**src/rtl/ram_1w_1rs_sc.sv**
```systemverilog
// Simple dual-port RAM: one masked write port, one synchronous read port, self-clearing after reset.
// Optional per-lane even parity when RAM_PARITY_EN is defined.
module ram_1w_1rs_sc #(
    parameter int WORD_COUNT = 32,
    parameter int ADDR_WIDTH = 5,
    parameter int DATA_WIDTH = 32,
    parameter int MASK_WIDTH = 4,
    parameter int RUW_MODE   = 0,
    parameter int OUT_REG    = 0
) (
    input  logic                  clk_i,
    input  logic                  reset_n_i,
    input  logic                  wr_en_i,
    input  logic [MASK_WIDTH-1:0] wr_mask_i,
    input  logic [ADDR_WIDTH-1:0] wr_addr_i,
    input  logic [DATA_WIDTH-1:0] wr_data_i,
    input  logic                  rd_en_i,
    input  logic [ADDR_WIDTH-1:0] rd_addr_i,
    output logic [DATA_WIDTH-1:0] rd_data_o,
    output logic                  rd_valid_o,
    output logic                  init_done_o,
    output logic [MASK_WIDTH-1:0] parity_err_o
);
    localparam int LW = DATA_WIDTH / MASK_WIDTH;
    localparam logic [ADDR_WIDTH:0]   WC   = (ADDR_WIDTH+1)'(WORD_COUNT);
    localparam logic [ADDR_WIDTH-1:0] LAST = ADDR_WIDTH'(WORD_COUNT - 1);

    if (DATA_WIDTH % MASK_WIDTH != 0) begin : g_bad_mask
        $error("DATA_WIDTH must be divisible by MASK_WIDTH");
    end
    if (WORD_COUNT < 1 || WORD_COUNT > 2**ADDR_WIDTH) begin : g_bad_depth
        $error("WORD_COUNT must be in 1..2**ADDR_WIDTH");
    end

    typedef enum logic {CLEAR, READY} state_e;

    state_e                state_q, state_d;
    logic [ADDR_WIDTH-1:0] clr_addr_q, clr_addr_d;
    logic [DATA_WIDTH-1:0] mem_q [WORD_COUNT];

    logic                  wr_ok, rd_fire, wr_rng, rd_rng;
    logic [DATA_WIDTH-1:0] rd_word;
    logic [MASK_WIDTH-1:0] rd_perr;
    logic [DATA_WIDTH-1:0] rd_data_q;
    logic                  rd_valid_q;
    logic [MASK_WIDTH-1:0] perr_q;

    assign wr_rng  = ({1'b0, wr_addr_i} < WC);
    assign rd_rng  = ({1'b0, rd_addr_i} < WC);
    assign wr_ok   = (state_q == READY) && wr_en_i && wr_rng;
    assign rd_fire = (state_q == READY) && rd_en_i;

    always_comb begin
        state_d    = state_q;
        clr_addr_d = clr_addr_q;
        if (state_q == CLEAR) begin
            clr_addr_d = clr_addr_q + 1'b1;
            if (clr_addr_q == LAST) state_d = READY;
        end
    end

    always_ff @(posedge clk_i) begin
        if (!reset_n_i) begin
            state_q    <= CLEAR;
            clr_addr_q <= '0;
        end else begin
            state_q    <= state_d;
            clr_addr_q <= clr_addr_d;
        end
    end

    // Storage has no reset of its own; the sweep provides deterministic contents.
    always_ff @(posedge clk_i) begin
        if (state_q == CLEAR) begin
            mem_q[clr_addr_q] <= '0;
        end else if (wr_ok) begin
            for (int i = 0; i < MASK_WIDTH; i++)
                if (wr_mask_i[i]) mem_q[wr_addr_i][i*LW +: LW] <= wr_data_i[i*LW +: LW];
        end
    end

`ifdef RAM_PARITY_EN
    logic [MASK_WIDTH-1:0] par_q [WORD_COUNT];
    logic [MASK_WIDTH-1:0] rd_par;

    always_ff @(posedge clk_i) begin
        if (state_q == CLEAR) begin
            par_q[clr_addr_q] <= '0;
        end else if (wr_ok) begin
            for (int i = 0; i < MASK_WIDTH; i++)
                if (wr_mask_i[i]) par_q[wr_addr_i][i] <= ^wr_data_i[i*LW +: LW];
        end
    end
`endif

    always_comb begin
        rd_word = '0;
        rd_perr = '0;
`ifdef RAM_PARITY_EN
        rd_par  = '0;
`endif
        if (rd_rng) begin
            rd_word = mem_q[rd_addr_i];
`ifdef RAM_PARITY_EN
            rd_par  = par_q[rd_addr_i];
`endif
            // Write-first: bypass freshly written lanes (and their parity) to the read.
            if (RUW_MODE == 1 && wr_ok && wr_addr_i == rd_addr_i) begin
                for (int i = 0; i < MASK_WIDTH; i++) begin
                    if (wr_mask_i[i]) begin
                        rd_word[i*LW +: LW] = wr_data_i[i*LW +: LW];
`ifdef RAM_PARITY_EN
                        rd_par[i] = ^wr_data_i[i*LW +: LW];
`endif
                    end
                end
            end
        end
`ifdef RAM_PARITY_EN
        for (int i = 0; i < MASK_WIDTH; i++)
            rd_perr[i] = (^rd_word[i*LW +: LW]) ^ rd_par[i];
`endif
    end

    if (OUT_REG == 0) begin : g_direct
        always_ff @(posedge clk_i) begin
            if (!reset_n_i) begin
                rd_data_q  <= '0;
                rd_valid_q <= 1'b0;
                perr_q     <= '0;
            end else begin
                rd_valid_q <= rd_fire;
                perr_q     <= rd_fire ? rd_perr : '0;
                if (rd_fire) rd_data_q <= rd_word;
            end
        end
    end else begin : g_pipe
        logic [DATA_WIDTH-1:0] s1_data_q;
        logic                  s1_vld_q;
        logic [MASK_WIDTH-1:0] s1_perr_q;

        always_ff @(posedge clk_i) begin
            if (!reset_n_i) begin
                s1_data_q  <= '0;
                s1_vld_q   <= 1'b0;
                s1_perr_q  <= '0;
                rd_data_q  <= '0;
                rd_valid_q <= 1'b0;
                perr_q     <= '0;
            end else begin
                s1_vld_q   <= rd_fire;
                s1_perr_q  <= rd_fire ? rd_perr : '0;
                if (rd_fire) s1_data_q <= rd_word;
                rd_valid_q <= s1_vld_q;
                perr_q     <= s1_vld_q ? s1_perr_q : '0;
                if (s1_vld_q) rd_data_q <= s1_data_q;
            end
        end
    end

    assign rd_data_o    = rd_data_q;
    assign rd_valid_o   = rd_valid_q;
    assign parity_err_o = perr_q;
    assign init_done_o  = (state_q == READY);

endmodule
```
**config.mk**
```make
export PLATFORM = sky130hd
export DESIGN_NAME = ram_1w_1rs_sc
export DESIGN_NICKNAME = d
export VERILOG_FILES = /design/src/rtl/ram_1w_1rs_sc.sv
export SDC_FILE = /design/constraint.sdc
export NUM_CORES = 1
export LEC_CHECK = 0
export CAP_MARGIN = 20
export CORE_MARGIN = 3
export CORE_UTILIZATION = 40
export CTS_CLUSTER_DIAMETER = 30
export CTS_CLUSTER_SIZE = 25
export DETAILED_ROUTE_END_ITERATION = 16
export HOLD_SLACK_MARGIN = 0.02
export MAX_ROUTING_LAYER = met4
export REMOVE_ABC_BUFFERS = 1
export SKIP_LAST_GASP = 1
export SYNTH_ARGS = -nofsm -noshare
export SYNTH_HDL_FRONTEND = slang
export SYNTH_SLANG_ARGS = --single-unit
```
**constraint.sdc**
```tcl
create_clock -name clk_i -period 3.9 [get_ports clk_i]
set_input_delay 0.78 -clock clk_i [delete_from_list [all_inputs] [get_ports clk_i]]
set_output_delay 0.78 -clock clk_i [all_outputs]
set_load 0.01 [all_outputs]
```
== Word-level counts from Yosys, hierarchy flattened ==
Memories as Yosys holds them, arrays and structs flattened. A register that Yosys moved wholly into a read port is not among the register bits.
Index checks and enable logic that the tools add are counted.
Storage, ports and cells
  RAM bits: 1024
  memories kept: 1
  bits in registers: 7
  output and inout bits: 38
  logic and storage cells: 32
Operators by class
  eq/ne operators: 1
  add/subtract/negate cells: 1
  mux-type cells: 22
  reductions and logical operators: 4
Memory list
  mem_q: depth 32, width 32, rd ports 1, clocked after Yosys merged registers in 1, write ports 1, RTL line 39  | logic [DATA_WIDTH-1:0] mem_q [WORD_COUNT];
Operator list (count)
  two-way mux 32 bit: 1
  OR reduction 32 bit: 1
  two-way mux 1 bit: 19
  adder 5 x 1 -> 5 bit, second input constant: 1
  equality test 5 bit, second input constant: 1
  two-way mux 5 bit: 1
  two-way mux 4 bit: 1
  logical AND 1 bit: 2
  zero test 1 bit: 1

== Logic depth before layout (Yosys ltp) ==
Gate-level depths: netlist (run 1).
  word-level depth: 6
  depth in mapped cells: 8
  mapped depth without buffers: 5

== Least setup slack after synthesis (run 1) ==
OpenSTA, ideal clock, no wires.
  kind: input-to-reg
  start: input wr_mask_i[2]
  end: memory mem_q[12][0] (enable)
  cell stages on the path: 7
  arrival time: 2.256 ns
  path slack: 1.274 ns
  data required time: 3.530 ns
  buffers on the path: 2
  cell sequence: nor4_1 -> nor2_1 -> buf_2 -> buf_4 -> nor4_1 -> a31oi_1 -> nor2_1
Between the ends
  cells in the longest elaborated chain, start to end: 6
  elaborated cells between the ends (all ways): 7
  those cells by class: mux (6); reduce/logical (1)
Ends and longest elaborated chain
  from (decl): RTL line 14  | input logic [MASK_WIDTH-1:0] wr_mask_i,
  two-way mux 1 bit *: RTL line 78  | if (wr_mask_i[i]) mem_q[wr_addr_i][i*LW +: LW] <= wr_data_i[i*LW +: LW];
  two-way mux 1 bit *: RTL line 76  | end else if (wr_ok) begin
  two-way mux 1 bit *: RTL line 74  | if (state_q == CLEAR) begin
  two-way mux 1 bit (implied by the code) *: RTL line 78
  OR reduction 32 bit (no source line) *
  two-way mux 5 bit (no source line) or two-way mux 4 bit (tied branches)
  to (decl): RTL line 39
Mark *: on every way between the ends. The rest lies on a longest branch, timed or not.

== Worst setup path in the final report (run 1) ==
  start: input wr_mask_i[0]
  end: memory mem_q[29][29] (enable)
Same word-level chain as after synthesis.

==> flow_summary.ini, run 1 <==
[global_routing]
grt_max_degree = 78
antenna_found_initial = 7
grt_overflow = 0
grt_pass1_vias = 24275
grt_usage_pct = 20.2
grt_pass1_wl_um = 159000

[floorplan]
fp.coreArea_um2 = 104000
die_h_um = 330
io_pins = 88
num_rows = 118
chipWidth_um = 330
start_util_pct = 40.5
die_area_um2 = 109000

[clock_tree]
cts_made_buffers = 199
post_cts_resized = 0
cts-root-buf = clkbuf_16
clk_path_buf_depth = 3
cts_tree = built
clk_latency_ps = 780
cts_max_level = 4
path_clk_slew_ps = 50
cts.sinks = 1063
post-cts-setup-buffers = 0
cts_hold_buffers = 0

[power_and_ir_drop]
clockPowerShare_pct = 55.8
p_total_w = 0.0307
power_density_nw_per_um2 = 584
vdd_drop_max_uv = 344
pwr-share-comb_pct = 3.4
leakagePower_nw = 19.8
internal_power_w = 0.0242
swShare_pct = 21.2
p_sw_w = 0.00650
power.share.sequential_pct = 40.8

[logic_synthesis]
synth_top_family_by_area = multiplexers
synth_area_per_cell_um2 = 17.0
synth_compound_area_share_pct = 7.19
yosysSeqAreaShare_pct = 74.9
ys_seq_elements = 1063
synthesis.area_um2 = 42100
muxShareOfSynthArea_pct = 12.3
synthAdderAreaFrac_pct = 0.0595
synth-xor-area-share_pct = 0.0624
ys_types = 34
yosys_warnings = 0
synth_cells = 2476
yosys.area_share.simple_pct = 3.11

[route]
drtIter0Drc = 2425
via_count = 23966
drc = 0
detail-route-antenna-nets = 0
vias_per_cell = 5.45
wirelength_um = 108000
wl_per_cell_um = 24.5
drt_pre_antenna_iters = 5

[sta]
period_minus_slack_ps = 2980
setup_tns_ps = 0
final_hold_viol_count = 0
finalMaxSlewViolations = 0
fin_ws_ps = 920
setup_viol = 0
max_freq_mhz = 336
slew_headroom_pct = 28.6
skew_ps = 45.6
rsz0062_at_grt = false
fin_crit_sh_pct = 76.4
tightestPinTransition_ps = 1070

[min_path]
hold_class = in2reg

[worst_setup_path]
critPathMaxFanout = 32
worstPathArrival_ps = 3370
cp-start-kind = primary input
critical_path_class = in2reg
critPathRequiredTime_ps = 4290
end_kind = flip-flop

[finish]
fin_area_um2 = 52600
final.fill_count = 8479
final_cell_mix = edfxtp_1 (1,024), mux2i_1 (516), a22oi_1 (256)
finalNetCount = 2891
final_cells = 4396
final_common_cell = edfxtp_1
syn_to_final_growth_pct = 24.9
drive_gt1_share_pct = 18.9

[placement]
post-place-ws_ps = 168
routabilityCongestion = 0.859
place_area_um2 = 45700
dp_hpwl_um = 68400
dp.cells = 4017
portBuffers = 83

[outcome]
outcome = finished clean

[run]
cap_violations = 0
## critical path, cell delays in order
cell,delay [ps]
clkdlybuf4s50_1,490
nor4_1,60
buf_4,140
nor2_4,240
buf_12,220
buf_4,250
a41oi_1,230
buf_4,230
nor2_1,710
## logic make-up (layout without fill, tap and decap cells)
| group | Yosys count | count (layout) |
|---|---|---|
| xor gates and xnor gates | 3 | 3 |
| AOI/OAI and AO/OA | 468 | 468 |
| DFF | 1063 | 1063 |
| adders and majority gates | 2 | 2 |
| muxes | 516 | 516 |
| buffers and inverters | 158 | 689 |
| and+or+nand+nor | 265 | 265 |
| other | 1 | 10 |
## stage by stage
step | hold slack, ps | util, %
after floorplan | 539 | -
after global placement | 528 | 43.9
after detailed placement | 531 | 44.0
after CTS | 457 | 50.6
after global routing | 515 | 50.6
final | 516 | 50.6
## flip-flops by register name, indices dropped and copies added, names as in the netlist
| signal | count |
|---|---|
| mem_q | 1024 |
| init_done_o | 1 |
| clr_addr_q | 5 |
| rd_valid_o | 1 |
| rd_data_o | 32 |
## final cells by class
type                    instances  area [um2]  area share [%]
diodes                          6        15.0          0.0286
flip-flops and latches       1063       31500            60.0
well taps                    1380        1730            3.28
clock buffers                 221        5100            9.71
multi-input cells            1258        9610            18.3
repair buffers                317        2830            5.39
clock inverters               151        1770            3.36
## synthesized netlist by cell type
cell type | number | area share [%]
ha_1 | 2 | 0.059
buf_8 | 9 | 0.32
nor2b_1 | 8 | 0.12
a22oi_1 | 256 | 4.6
buf_2 | 2 | 0.024
buf_6 | 21 | 0.56
nor3_1 | 9 | 0.11
mux2i_1 | 516 | 12
clkbuf_1 | 90 | 0.80
buf_12 | 2 | 0.095
nor3b_1 | 1 | 0.018
nand2_1 | 20 | 0.18
o21a_1 | 1 | 0.018
and2_1 | 38 | 0.56
dfxtp_1 | 39 | 1.9
or2_2 | 3 | 0.045
buf_1 | 4 | 0.036
and4_1 | 1 | 0.021
and3_1 | 2 | 0.030
nor2_1 | 133 | 1.2
a21oi_1 | 161 | 1.9
edfxtp_1 | 1024 | 73
buf_4 | 27 | 0.48
a21o_1 | 3 | 0.054
a41oi_1 | 6 | 0.12
conb_1 | 1 | 0.0089
clkbuf_4 | 3 | 0.054
nor4_1 | 7 | 0.10
xnor2_1 | 2 | 0.042
o21ai_0 | 32 | 0.38
nand2b_1 | 10 | 0.15
a31oi_1 | 9 | 0.13
or4_1 | 33 | 0.59
xor2_1 | 1 | 0.021
## power groups by stage
stage,sequential [W],clock [W],combinational [W]
floorplan,0.0127,0,0.000499
global placement,0.0127,0,0.00103
detailed placement,0.0127,0,0.00104
CTS,0.0125,0.0174,0.00105
global route,0.0125,0.0180,0.00111
finish,0.0125,0.0171,0.00105
## routing by layer
layer	part of all wire [%]	global-route usage [%]	up-vias
met2	46	30.3	1002
met4	2.7	6.79	0
li1	-	-	10651
met1	44	28.1	12135
met3	7.2	3.67	178
met5	0	-	-
## final timing paths
path / endpoint / slack, ps / from / depth (start not counted)
max: mem_q[29][29]$_DFFE_PP_ / 920 / wr_mask_i[0] / 9
min: rd_data_o[17]$_SDFFE_PN0P_ / 520 / reset_n_i / 3
max reg2reg: mem_q[29][29]$_DFFE_PP_ / 1150 / init_done_o$_SDFF_PN0_ / 7
min reg2reg: rd_data_o[11]$_SDFFE_PN0P_ / 540 / rd_data_o[11]$_SDFFE_PN0P_ / 2
Power figures use the tool's default switching activity.
==> inputs of run 2 (changes only) <==
Clock period 3.9 ns to 2.45 ns, I/O delays scaled along.
==> run 2 against run 1 <==
Non-clock buffer count is 92 higher. Clock power is 56% higher. Clock-buffer cell count is 15 lower. Hold slack worse by 270 ps. Largest power group unchanged. Combinational power is 83% higher. Power is 58% higher. Die area stayed put. Critical path depth stayed put. Register-to-register slack worse by 1100 ps. Cell count is 1.6% higher.
==> flow_summary.ini, run 2 (synthesized netlist as in run 1, its figures left out) <==
[outcome]
outcome = finished clean

[sta]
finalMaxSlewViolations = 0
setup_viol = 0
tightestPinTransition_ps = 676
slew_headroom_pct = 54.8
fin_ws_ps = 30.8
rsz0062_at_grt = true
final_hold_viol_count = 0
skew_ps = 22.7
max_freq_mhz = 413
fin_crit_sh_pct = 98.7
period_minus_slack_ps = 2420

[worst_setup_path]
rr_endpoint = mem_q[7][9]$_DFFE_PP_
critPathRequiredTime_ps = 2900
critical_path_class = reg2reg
critPathMaxFanout = 8
worstPathArrival_ps = 2870
reg2reg_from = init_done_o$_SDFF_PN0_
cp-start-kind = flip-flop
end_kind = flip-flop
rr_worst_depth = 9
rrSetupSlack_ps = 30
crit_path_start = init_done_o$_SDFF_PN0_

[power_and_ir_drop]
power_density_nw_per_um2 = 897
vdd_drop_max_uv = 659
leakagePower_nw = 20.4
clockPowerShare_pct = 54.9
swShare_pct = 21.8
p_sw_w = 0.0106
pwr-share-comb_pct = 4.0
internal_power_w = 0.0379
p_total_w = 0.0484
power.share.sequential_pct = 41.1

[min_path]
min_path_cells = 4
holdPathEnd = rd_data_o[17]$_SDFFE_PN0P_
hold_class = in2reg
min_from = reset_n_i

[floorplan]
io_pins = 88
num_rows = 118
fp.coreArea_um2 = 104000
start_util_pct = 40.5
die_h_um = 330
chipWidth_um = 330
die_area_um2 = 109000

[placement]
place_area_um2 = 47200
routabilityCongestion = 0.883
post-place-ws_ps = -1140
portBuffers = 83
dp_hpwl_um = 69800

[finish]
syn_to_final_growth_pct = 28.3
final_cell_mix = edfxtp_1 (1,024), mux2i_1 (515), a22oi_1 (256)
final_common_cell = edfxtp_1
fin_util_pct = 52.0
fin_area_um2 = 54000
top_register = mem_q
finalNetCount = 2973
drive_gt1_share_pct = 23.1
largest_reg_flops = 1024

[clock_tree]
cts_max_level = 4
cts_hold_buffers = 0
cts-root-buf = clkbuf_16
cts.sinks = 1063
cts_made_buffers = 189
cts_tree = built
path_clk_slew_ps = 50
clk_latency_ps = 760
clk_path_buf_depth = 3

[global_routing]
grt_max_degree = 65
grt_overflow = 0
grt_usage_pct = 20.3
grt_pass1_vias = 24312
grt_pass1_wl_um = 158000
antenna_found_initial = 4

[route]
drtIter0Drc = 2305
wl_per_cell_um = 24.1
vias_per_cell = 5.42
via_count = 24202
detail-route-antenna-nets = 0
drc = 0
wirelength_um = 108000
drt_pre_antenna_iters = 6

[run]
cap_violations = 0
[run 2: cell count changes in the layout (fill, tap and decap cells not counted), sizes merged, moves of 5 or more]
| cell | delta |
|---|---|
| buf | +92 |
| clkbuf | -15 |
| inv | +22 |
| diode | -5 |
| clkinv | -16 |
[run 2: final cells by class]
cell class / instances / area [um2]
fillers: 8252 / 49900
flip-flops and latches: 1063 / 31500
multi-input cells: 1258 / 9780
clock buffers: 206 / 4820
repair buffers: 409 / 4310
clock inverters: 151 / 1840
well taps: 1380 / 1730
diodes: 1 / 2.50
[run 2: power groups by stage]
stage / combinational [W] / clock, W / sequential [W]
finish: 0.00192 / 0.0266 / 0.0199
global route: 0.00202 / 0.0279 / 0.0199
CTS: 0.00190 / 0.0270 / 0.0199
detailed placement: 0.00189 / 0 / 0.0203
global placement: 0.00186 / 0 / 0.0203
floorplan: 0.000794 / 0 / 0.0203
[run 2: worst max-delay path: stages, from the launching register on]
cell     delay (ps)
dfxtp_1         360
nand2_1         100
nor2_4          320
mux2i_1         280
buf_4           190
nand2_1         100
buf_12          150
buf_4           140
nor2_1          230
buf_4           230
[run 2: metrics by stage]
stage / setup TNS (ps) / hold slack (ps) / cells
floorplan: -2799600 / 539 / 2321
global placement: -811730 / 522 / 4110
detailed placement: -899620 / 526 / 4110
CTS: -2990 / 196 / 4467
global route: -1340 / 223 / 4467
finish: 0 / 242 / 4468
[run 2: routing by layer]
| metal | GRT usage (%) | vias up | routed length (um) |
|---|---|---|---|
| li1 | - | 10815 | - |
| met1 | 28.0 | 12159 | 47100 |
| met2 | 31.0 | 1029 | 50100 |
| met3 | 3.44 | 199 | 7880 |
| met4 | 6.04 | 0 | 2480 |
| met5 | - | - | 0 |
[run 2: repair_timing]
item | 4_1_cts | 5_1_grt
buffers inserted | 0 | 0
hold endpoints to repair | 0 | 0
pin swaps | 0 | 1
endpoints found under the setup margin | 414 | 442
resized for setup | 33 | 23
gates cloned | 0 | 0
[run 2: how the worst max path moves through the flow]
stage | to | slack [ps]
finish | mem_q[7][9]$_DFFE_PP_ | 30
global route | mem_q[3][26]$_DFFE_PP_ | -80
CTS | mem_q[26][4]$_DFFE_PP_ | -100
detailed placement | mem_q[9][4]$_DFFE_PP_ | -1140
global placement | mem_q[10][1]$_DFFE_PP_ | -1020
floorplan | rd_data_o[10]$_SDFFE_PN0P_ | -3180
